[src/rtl/dcache_pkg.sv]
// rtl/dcache_pkg.sv - shared types, default widths and address field helpers for the data caches
package dcache_pkg;

   typedef enum logic [1:0] {
      IDLE      = 2'd0,
      WRITEBACK = 2'd1,
      FETCH     = 2'd2,
      UPDATE    = 2'd3
   } state_t;

   localparam int DEF_ADDR_W   = 8;
   localparam int DEF_DATA_W   = 8;
   localparam int DEF_OFFSET_W = 2;
   localparam int DEF_INDEX_W  = 2;

   // Helpers work on a zero-extended 32-bit address; callers truncate to the field width.
   function automatic logic [31:0] addr_tag(input logic [31:0] addr, input int index_w,
                                            input int offset_w);
      return addr >> (index_w + offset_w);
   endfunction

   function automatic logic [31:0] addr_index(input logic [31:0] addr, input int index_w,
                                              input int offset_w);
      return (addr >> offset_w) & ((32'd1 << index_w) - 32'd1);
   endfunction

   function automatic logic [31:0] addr_offset(input logic [31:0] addr, input int offset_w);
      return addr & ((32'd1 << offset_w) - 32'd1);
   endfunction

endpackage

[src/rtl/dcache_way.sv]
// rtl/dcache_way.sv - one cache way: valid/dirty/tag/data storage, tag compare and word access
module dcache_way
   import dcache_pkg::*;
#(
   parameter int DATA_W   = DEF_DATA_W,
   parameter int OFFSET_W = DEF_OFFSET_W,
   parameter int INDEX_W  = DEF_INDEX_W,
   parameter int TAG_W    = DEF_ADDR_W - DEF_INDEX_W - DEF_OFFSET_W,
   localparam int BLOCK_W = DATA_W << OFFSET_W,
   localparam int SETS    = 1 << INDEX_W
) (
   input  logic                clock,
   input  logic                reset_n,
   input  logic [INDEX_W-1:0]  index,
   input  logic [TAG_W-1:0]    tag,
   input  logic [OFFSET_W-1:0] offset,
   output logic                hit,
   output logic                valid,
   output logic                dirty,
   output logic [TAG_W-1:0]    stored_tag,
   output logic [BLOCK_W-1:0]  block,
   output logic [DATA_W-1:0]   word,
   input  logic                word_we,
   input  logic [DATA_W-1:0]   word_data,
   input  logic                block_we,
   input  logic [BLOCK_W-1:0]  block_data
);

   logic [SETS-1:0]    valid_q;
   logic [SETS-1:0]    dirty_q;
   logic [TAG_W-1:0]   tag_q  [SETS];
   logic [BLOCK_W-1:0] data_q [SETS];

   always_ff @(posedge clock or negedge reset_n) begin
      if (!reset_n) begin
         valid_q <= '0;
         dirty_q <= '0;
      end else if (block_we) begin
         valid_q[index] <= 1'b1;
         dirty_q[index] <= 1'b0;
      end else if (word_we) begin
         dirty_q[index] <= 1'b1;
      end
   end

   // Tags and data are left uncleared by reset; valid alone qualifies them.
   always_ff @(posedge clock) begin
      if (block_we) begin
         tag_q[index]  <= tag;
         data_q[index] <= block_data;
      end else if (word_we) begin
         data_q[index][32'(offset)*DATA_W +: DATA_W] <= word_data;
      end
   end

   assign valid      = valid_q[index];
   assign dirty      = dirty_q[index];
   assign stored_tag = tag_q[index];
   assign block      = data_q[index];
   assign hit        = valid && (stored_tag == tag);
   assign word       = block[32'(offset)*DATA_W +: DATA_W];

endmodule

[src/rtl/dcache_assoc.sv]
// rtl/dcache_assoc.sv - two-way set-associative write-back, write-allocate data cache with LRU
module dcache_assoc
   import dcache_pkg::*;
#(
   parameter int ADDR_W   = DEF_ADDR_W,
   parameter int DATA_W   = DEF_DATA_W,
   parameter int OFFSET_W = DEF_OFFSET_W,
   parameter int INDEX_W  = DEF_INDEX_W,
   localparam int TAG_W   = ADDR_W - INDEX_W - OFFSET_W,
   localparam int BLOCK_W = DATA_W << OFFSET_W,
   localparam int MADDR_W = ADDR_W - OFFSET_W,
   localparam int SETS    = 1 << INDEX_W
) (
   input  logic               clock,
   input  logic               reset_n,
   input  logic               read,
   input  logic               write,
   input  logic [ADDR_W-1:0]  address,
   input  logic [DATA_W-1:0]  writedata,
   output logic [DATA_W-1:0]  readdata,
   output logic               busywait,
   output logic               mem_read,
   output logic               mem_write,
   output logic [MADDR_W-1:0] mem_address,
   output logic [BLOCK_W-1:0] mem_writedata,
   input  logic [BLOCK_W-1:0] mem_readdata,
   input  logic               mem_busywait
);

   state_t              state;
   logic                victim_q;
   logic [SETS-1:0]     lru_q;

   logic [TAG_W-1:0]    tag;
   logic [INDEX_W-1:0]  index;
   logic [OFFSET_W-1:0] offset;
   logic [MADDR_W-1:0]  block_addr;

   logic [1:0]          hit_w, valid_w, dirty_w, word_we_w, block_we_w;
   logic [TAG_W-1:0]    tag_w   [2];
   logic [BLOCK_W-1:0]  block_w [2];
   logic [DATA_W-1:0]   word_w  [2];

   logic                request, hit, hit_way, victim_sel;

   assign tag        = TAG_W'(addr_tag(32'(address), INDEX_W, OFFSET_W));
   assign index      = INDEX_W'(addr_index(32'(address), INDEX_W, OFFSET_W));
   assign offset     = OFFSET_W'(addr_offset(32'(address), OFFSET_W));
   assign block_addr = address[ADDR_W-1:OFFSET_W];

   for (genvar w = 0; w < 2; w++) begin : g_way
      assign word_we_w[w]  = (state == IDLE) && write && hit_w[w];
      assign block_we_w[w] = (state == UPDATE) && (victim_q == 1'(w));

      dcache_way #(
         .DATA_W   (DATA_W),
         .OFFSET_W (OFFSET_W),
         .INDEX_W  (INDEX_W),
         .TAG_W    (TAG_W)
      ) u_way (
         .clock      (clock),
         .reset_n    (reset_n),
         .index      (index),
         .tag        (tag),
         .offset     (offset),
         .hit        (hit_w[w]),
         .valid      (valid_w[w]),
         .dirty      (dirty_w[w]),
         .stored_tag (tag_w[w]),
         .block      (block_w[w]),
         .word       (word_w[w]),
         .word_we    (word_we_w[w]),
         .word_data  (writedata),
         .block_we   (block_we_w[w]),
         .block_data (mem_readdata)
      );
   end

   assign request  = read | write;
   assign hit      = |hit_w;
   assign hit_way  = hit_w[1];
   assign busywait = request & ~((state == IDLE) & hit);
   assign readdata = (read && hit) ? word_w[hit_way] : '0;

   // Fill empty ways first (way 0 before way 1), otherwise evict the least recently used.
   assign victim_sel = !valid_w[0] ? 1'b0 : (!valid_w[1] ? 1'b1 : lru_q[index]);

   always_ff @(posedge clock or negedge reset_n) begin
      if (!reset_n) begin
         lru_q <= '0;
      end else if ((state == IDLE) && request && hit) begin
         lru_q[index] <= ~hit_way;
      end
   end

   always_ff @(posedge clock or negedge reset_n) begin
      if (!reset_n) begin
         state         <= IDLE;
         victim_q      <= 1'b0;
         mem_read      <= 1'b0;
         mem_write     <= 1'b0;
         mem_address   <= '0;
         mem_writedata <= '0;
      end else begin
         case (state)
            IDLE: begin
               if (request && !hit) begin
                  victim_q <= victim_sel;
                  if (valid_w[victim_sel] && dirty_w[victim_sel]) begin
                     state         <= WRITEBACK;
                     mem_write     <= 1'b1;
                     mem_address   <= {tag_w[victim_sel], index};
                     mem_writedata <= block_w[victim_sel];
                  end else begin
                     state       <= FETCH;
                     mem_read    <= 1'b1;
                     mem_address <= block_addr;
                  end
               end
            end
            WRITEBACK: begin
               if (!mem_busywait) begin
                  state         <= FETCH;
                  mem_write     <= 1'b0;
                  mem_writedata <= '0;
                  mem_read      <= 1'b1;
                  mem_address   <= block_addr;
               end
            end
            FETCH: begin
               if (!mem_busywait) begin
                  state       <= UPDATE;
                  mem_read    <= 1'b0;
                  mem_address <= '0;
               end
            end
            UPDATE: begin
               state <= IDLE;
            end
            default: begin
               state <= IDLE;
            end
         endcase
      end
   end

endmodule

[config.mk]
export PLATFORM = sky130hd
export DESIGN_NAME = dcache_assoc
export DESIGN_NICKNAME = d
export VERILOG_FILES = /design/src/rtl/dcache_pkg.sv /design/src/rtl/dcache_way.sv /design/src/rtl/dcache_assoc.sv
export SDC_FILE = /design/constraint.sdc
export NUM_CORES = 1
export LEC_CHECK = 0
export ABC_AREA = 1
export CAP_MARGIN = 20
export CORE_ASPECT_RATIO = 1.2
export CORE_MARGIN = 2
export CORE_UTILIZATION = 40
export CTS_CLUSTER_DIAMETER = 30
export DETAILED_ROUTE_END_ITERATION = 16
export DONT_BUFFER_PORTS = 1
export PLACE_DENSITY = 0.64
export SYNTH_ARGS = -nofsm -noshare
export SYNTH_HDL_FRONTEND = slang
export SYNTH_SLANG_ARGS = --single-unit
[constraint.sdc]
create_clock -name clock -period 2.35 [get_ports clock]
set_clock_uncertainty 0.05 [all_clocks]
set_input_delay 0.3525 -clock clock [delete_from_list [all_inputs] [get_ports clock]]
set_output_delay 0.3525 -clock clock [all_outputs]
set_load 0.01 [all_outputs]
==> flow_summary.ini <==
[status]
outcome = finished with violations
violations = setup timing

[floorplan]
die_w_um = 185.1
start_util_pct = 40.62
io_pins = 102
coreArea_um2 = 38750
die_area_um2 = 40950
die_h_um = 221.3
std_cell_rows = 79

[power_and_ir_drop]
total_power_mw = 20.71
power_density_nw_per_um2 = 926.9
ir_drop_mv = 0.5482
leakage_nw = 8.948

[global_routing]
grt_pass1_wl_um = 74440
grtUsageTotal_pct = 24.05
antenna_found_initial = 0
overflow = 0
grt_pass1_vias = 12710
grt_max_degree = 64

[synthesis]
yosys_register_bits = 351
async_flop_share_pct = 17.95
yosys_warnings = 0
synth_cell_type_count = 36
yosys.area.top_type = edfxtp_1
synth_area_leaders = edfxtp_1, dfrtp_1, nand2_1
ys.flop_type = edfxtp_1
synth_top_area_share_pct = 54.95
synth_area_per_cell_um2 = 10.27
synth.cell_area_um2 = 15740
ys_seq_area_share_pct = 64.97
synthCells = 1532
synth_fp_nets = 1595
synth_edf_count = 288

[routing]
dr_total_vias = 13190
drtIter0Drc = 1337
wl_per_cell_um = 22.09
final_antenna_net_count = 0
first_pass_iters = 7
finalWirelength_um = 52550
viasPerCell = 5.544
drc_errors = 0

[worst_setup_path]
cp.arrival_ps = 2640
r2r_cells = 24
path_max_fanout = 5
worstReg2RegEnd = mem_address[3]$_DFFE_PN0P_
start_kind = flop
required_ps = 1950
path_class = reg2out
crit_path_end_kind = primary output
reg2reg_from = g_way[1].u_way.tag_q[3][1]$_DFFE_PP_
ff2ff_setup_slack_ps = -670

[min_path]
holdCritStartpoint = address[7]
holdPathEnd = mem_address[5]$_DFFE_PN0P_
min_path_type = in2reg
hold_path_depth = 4

[sta]
holdWs_ps = 0.7510
slew_headroom_pct = 56.47
worst_slack_ps = -692.0
period_minus_slack_ps = 3042
fin_setup_tns_ps = -140270
clock.fmax_mhz = 328.7
tightest_slew_ps = 646.1
fin_crit_sh_pct = 129.4
finalHoldViolCount = 0
finalSetupViolations = 456
rsz0062_at_grt = true
slew_viol_final = 0

[cts]
cts_made_buffers = 56
clk_path_buf_depth = 3
htree_levels = 2
tritoncts = yes
cts_num_sinks = 351
insertion_delay_ps = 590
path_clk_slew_ps = 60
cts_root_buf = clkbuf_16

[final_layout]
finalNonFillerCells = 2379
drive_gt1_share_pct = 34.59
insertedDiodeCount = 0
num-fill-cells = 3075
nets = 1868
area_delta_synth_final_pct = 42.00
final_area_um2 = 22350

[job]
max_cap_viol_count = 0

[placement]
placed_cells = 2170
gp_congestion = 0.8562
placed_cell_area_um2 = 17930
io_buffers = 0
place_hpwl_um = 33140
-- how the worst max path moves through the flow --
stage | from | end | slack [ps] | cells past startpoint
6_report | g_way[1].u_way.tag_q[1][2]$_DFFE_PP_ | readdata[5] | -690 | 16
5_1_grt | g_way[1].u_way.tag_q[1][3]$_DFFE_PP_ | readdata[6] | -750 | 15
4_1_cts | g_way[1].u_way.tag_q[1][3]$_DFFE_PP_ | readdata[5] | -620 | 17
3_5_place_dp | address[2] | readdata[7] | -320 | 15
3_3_place_gp | address[2] | g_way[1].u_way.data_q[0][29]$_DFFE_PP_ | -300 | 13
2_1_floorplan | address[2] | g_way[0].u_way.data_q[3][10]$_DFFE_PP_ | -40 | 16
-- state kept, by name, summed over array words and instances, names as in the netlist, named ones only --
signal	count
g_way.u_way.data_q	256
g_way.u_way.tag_q	32
mem_writedata	32
g_way.u_way.valid_q	8
mem_address	6
lru_q	4
state	2
mem_read	1
mem_write	1
victim_q	1
-- synth_stat cells, types with 6 or more instances --
library cell / instances
edfxtp_1: 288
clkbuf_1: 44
o22ai_1: 44
ha_1: 10
nand3_1: 95
o21ai_1: 36
buf_6: 6
o221ai_1: 22
or2_2: 6
nand2_1: 391
buf_2: 25
o21ai_0: 140
dfrtp_1: 63
a21oi_1: 10
inv_1: 93
o211ai_1: 8
o22a_1: 22
buf_4: 7
nor2_1: 184
-- routing by layer --
metal | share of wire, % | vias up | global-route usage (%)
met5 | 0 | - | 0
met4 | 4.8 | 0 | 10.24
met3 | 7.7 | 158 | 4.032
met2 | 50 | 663 | 41.42
met1 | 37 | 6464 | 29.67
li1 | - | 5903 | -
-- layout by cell type (no fill, tap or decap), drive strengths merged --
master / netlist / routed
or2: 6 / 6
nor2: 194 / 196
nand3: 97 / 98
nand4: 5 / 5
a21oi: 11 / 11
o221ai: 22 / 22
clkinv: 4 / 21
o22ai: 44 / 44
dfrtp: 63 / 63
o21ai: 176 / 176
clkinvlp: 0 / 2
ha: 10 / 10
buf: 39 / 280
dlygate4sd3: 0 / 7
o2111ai: 1 / 1
inv: 96 / 118
bufinv: 0 / 3
o211ai: 8 / 8
a221oi: 4 / 4
o22a: 22 / 22
a22oi: 1 / 1
a211oi: 2 / 2
nand2: 395 / 395
edfxtp: 288 / 288
clkbuf: 44 / 70
-- cells by family (layout without fill, tap and decap cells) --
group / after synthesis / in the layout / synth area share, %
AND/OR/NAND/NOR: 697 / 700 / 18.24
flip-flops: 351 / 351 / 64.97
adder cells (fa/ha/maj): 10 / 10 / 0.7950
buffers and inverters: 183 / 501 / 5.025
AO/OA/AOI/OAI: 291 / 291 / 10.97
-- critical path, cell delays in order, from the launching register on --
cell and delay, ps:
edfxtp_1 350, nand2_1 100, nand2_1 60, nand2_1 100, nand2_1 110, nand2_1 120, a21oi_4 90, nand2_4 150
clkinv_4 100, buf_6 140, buf_4 120, nand2_1 50, nand2_1 70, nor2_2 130, nor2_2 70, nor2_4 160
buf_6 120
-- report_power, final --
group | leakage, nW | internal, mW | total [mW] | switching (mW)
Clock | 0.936 | 4.97 | 8.21 | 3.24
Combinational | 4.64 | 1.71 | 4.51 | 2.79
Sequential | 3.37 | 7.47 | 8.00 | 0.530
Total | 8.95 | 14.2 | 20.7 | 6.56
-- timing repair --
| action | 4_1_cts | 5_1_grt |
|---|---|---|
| hold endpoints to repair | 97 | 0 |
| hold buffers | 8 | 0 |
| buffers inserted | 69 | 32 |
| gates cloned | 4 | 9 |
| resized for setup | 181 | 220 |
| setup endpoints to repair | 357 | 564 |
| pin swaps | 45 | 39 |
-- per-stage QoR --
| step | worst slack [ps] | utilization (%) |
|---|---|---|
| detailed placement | -321.4 | 46.28 |
| global placement | -300.5 | 46.28 |
| global route | -748.0 | 57.68 |
| finish | -692.0 | 57.68 |
| CTS | -616.6 | 54.84 |
| floorplan | -39.64 | - |
-- area by class of cell --
cell class | instances | area [um^2] | share of cell area (%)
Multi-Input combinational cell | 1001 | 5973 | 26.73
Tap cell | 526 | 658.1 | 2.945
Inverter | 100 | 395.4 | 1.769
Sequential cell | 351 | 10220 | 45.75
Clock buffer | 62 | 1455 | 6.511
Timing Repair Buffer | 295 | 3181 | 14.23
Clock inverter | 44 | 460.4 | 2.060
Note: power is estimated with default switching activity, not from simulation.
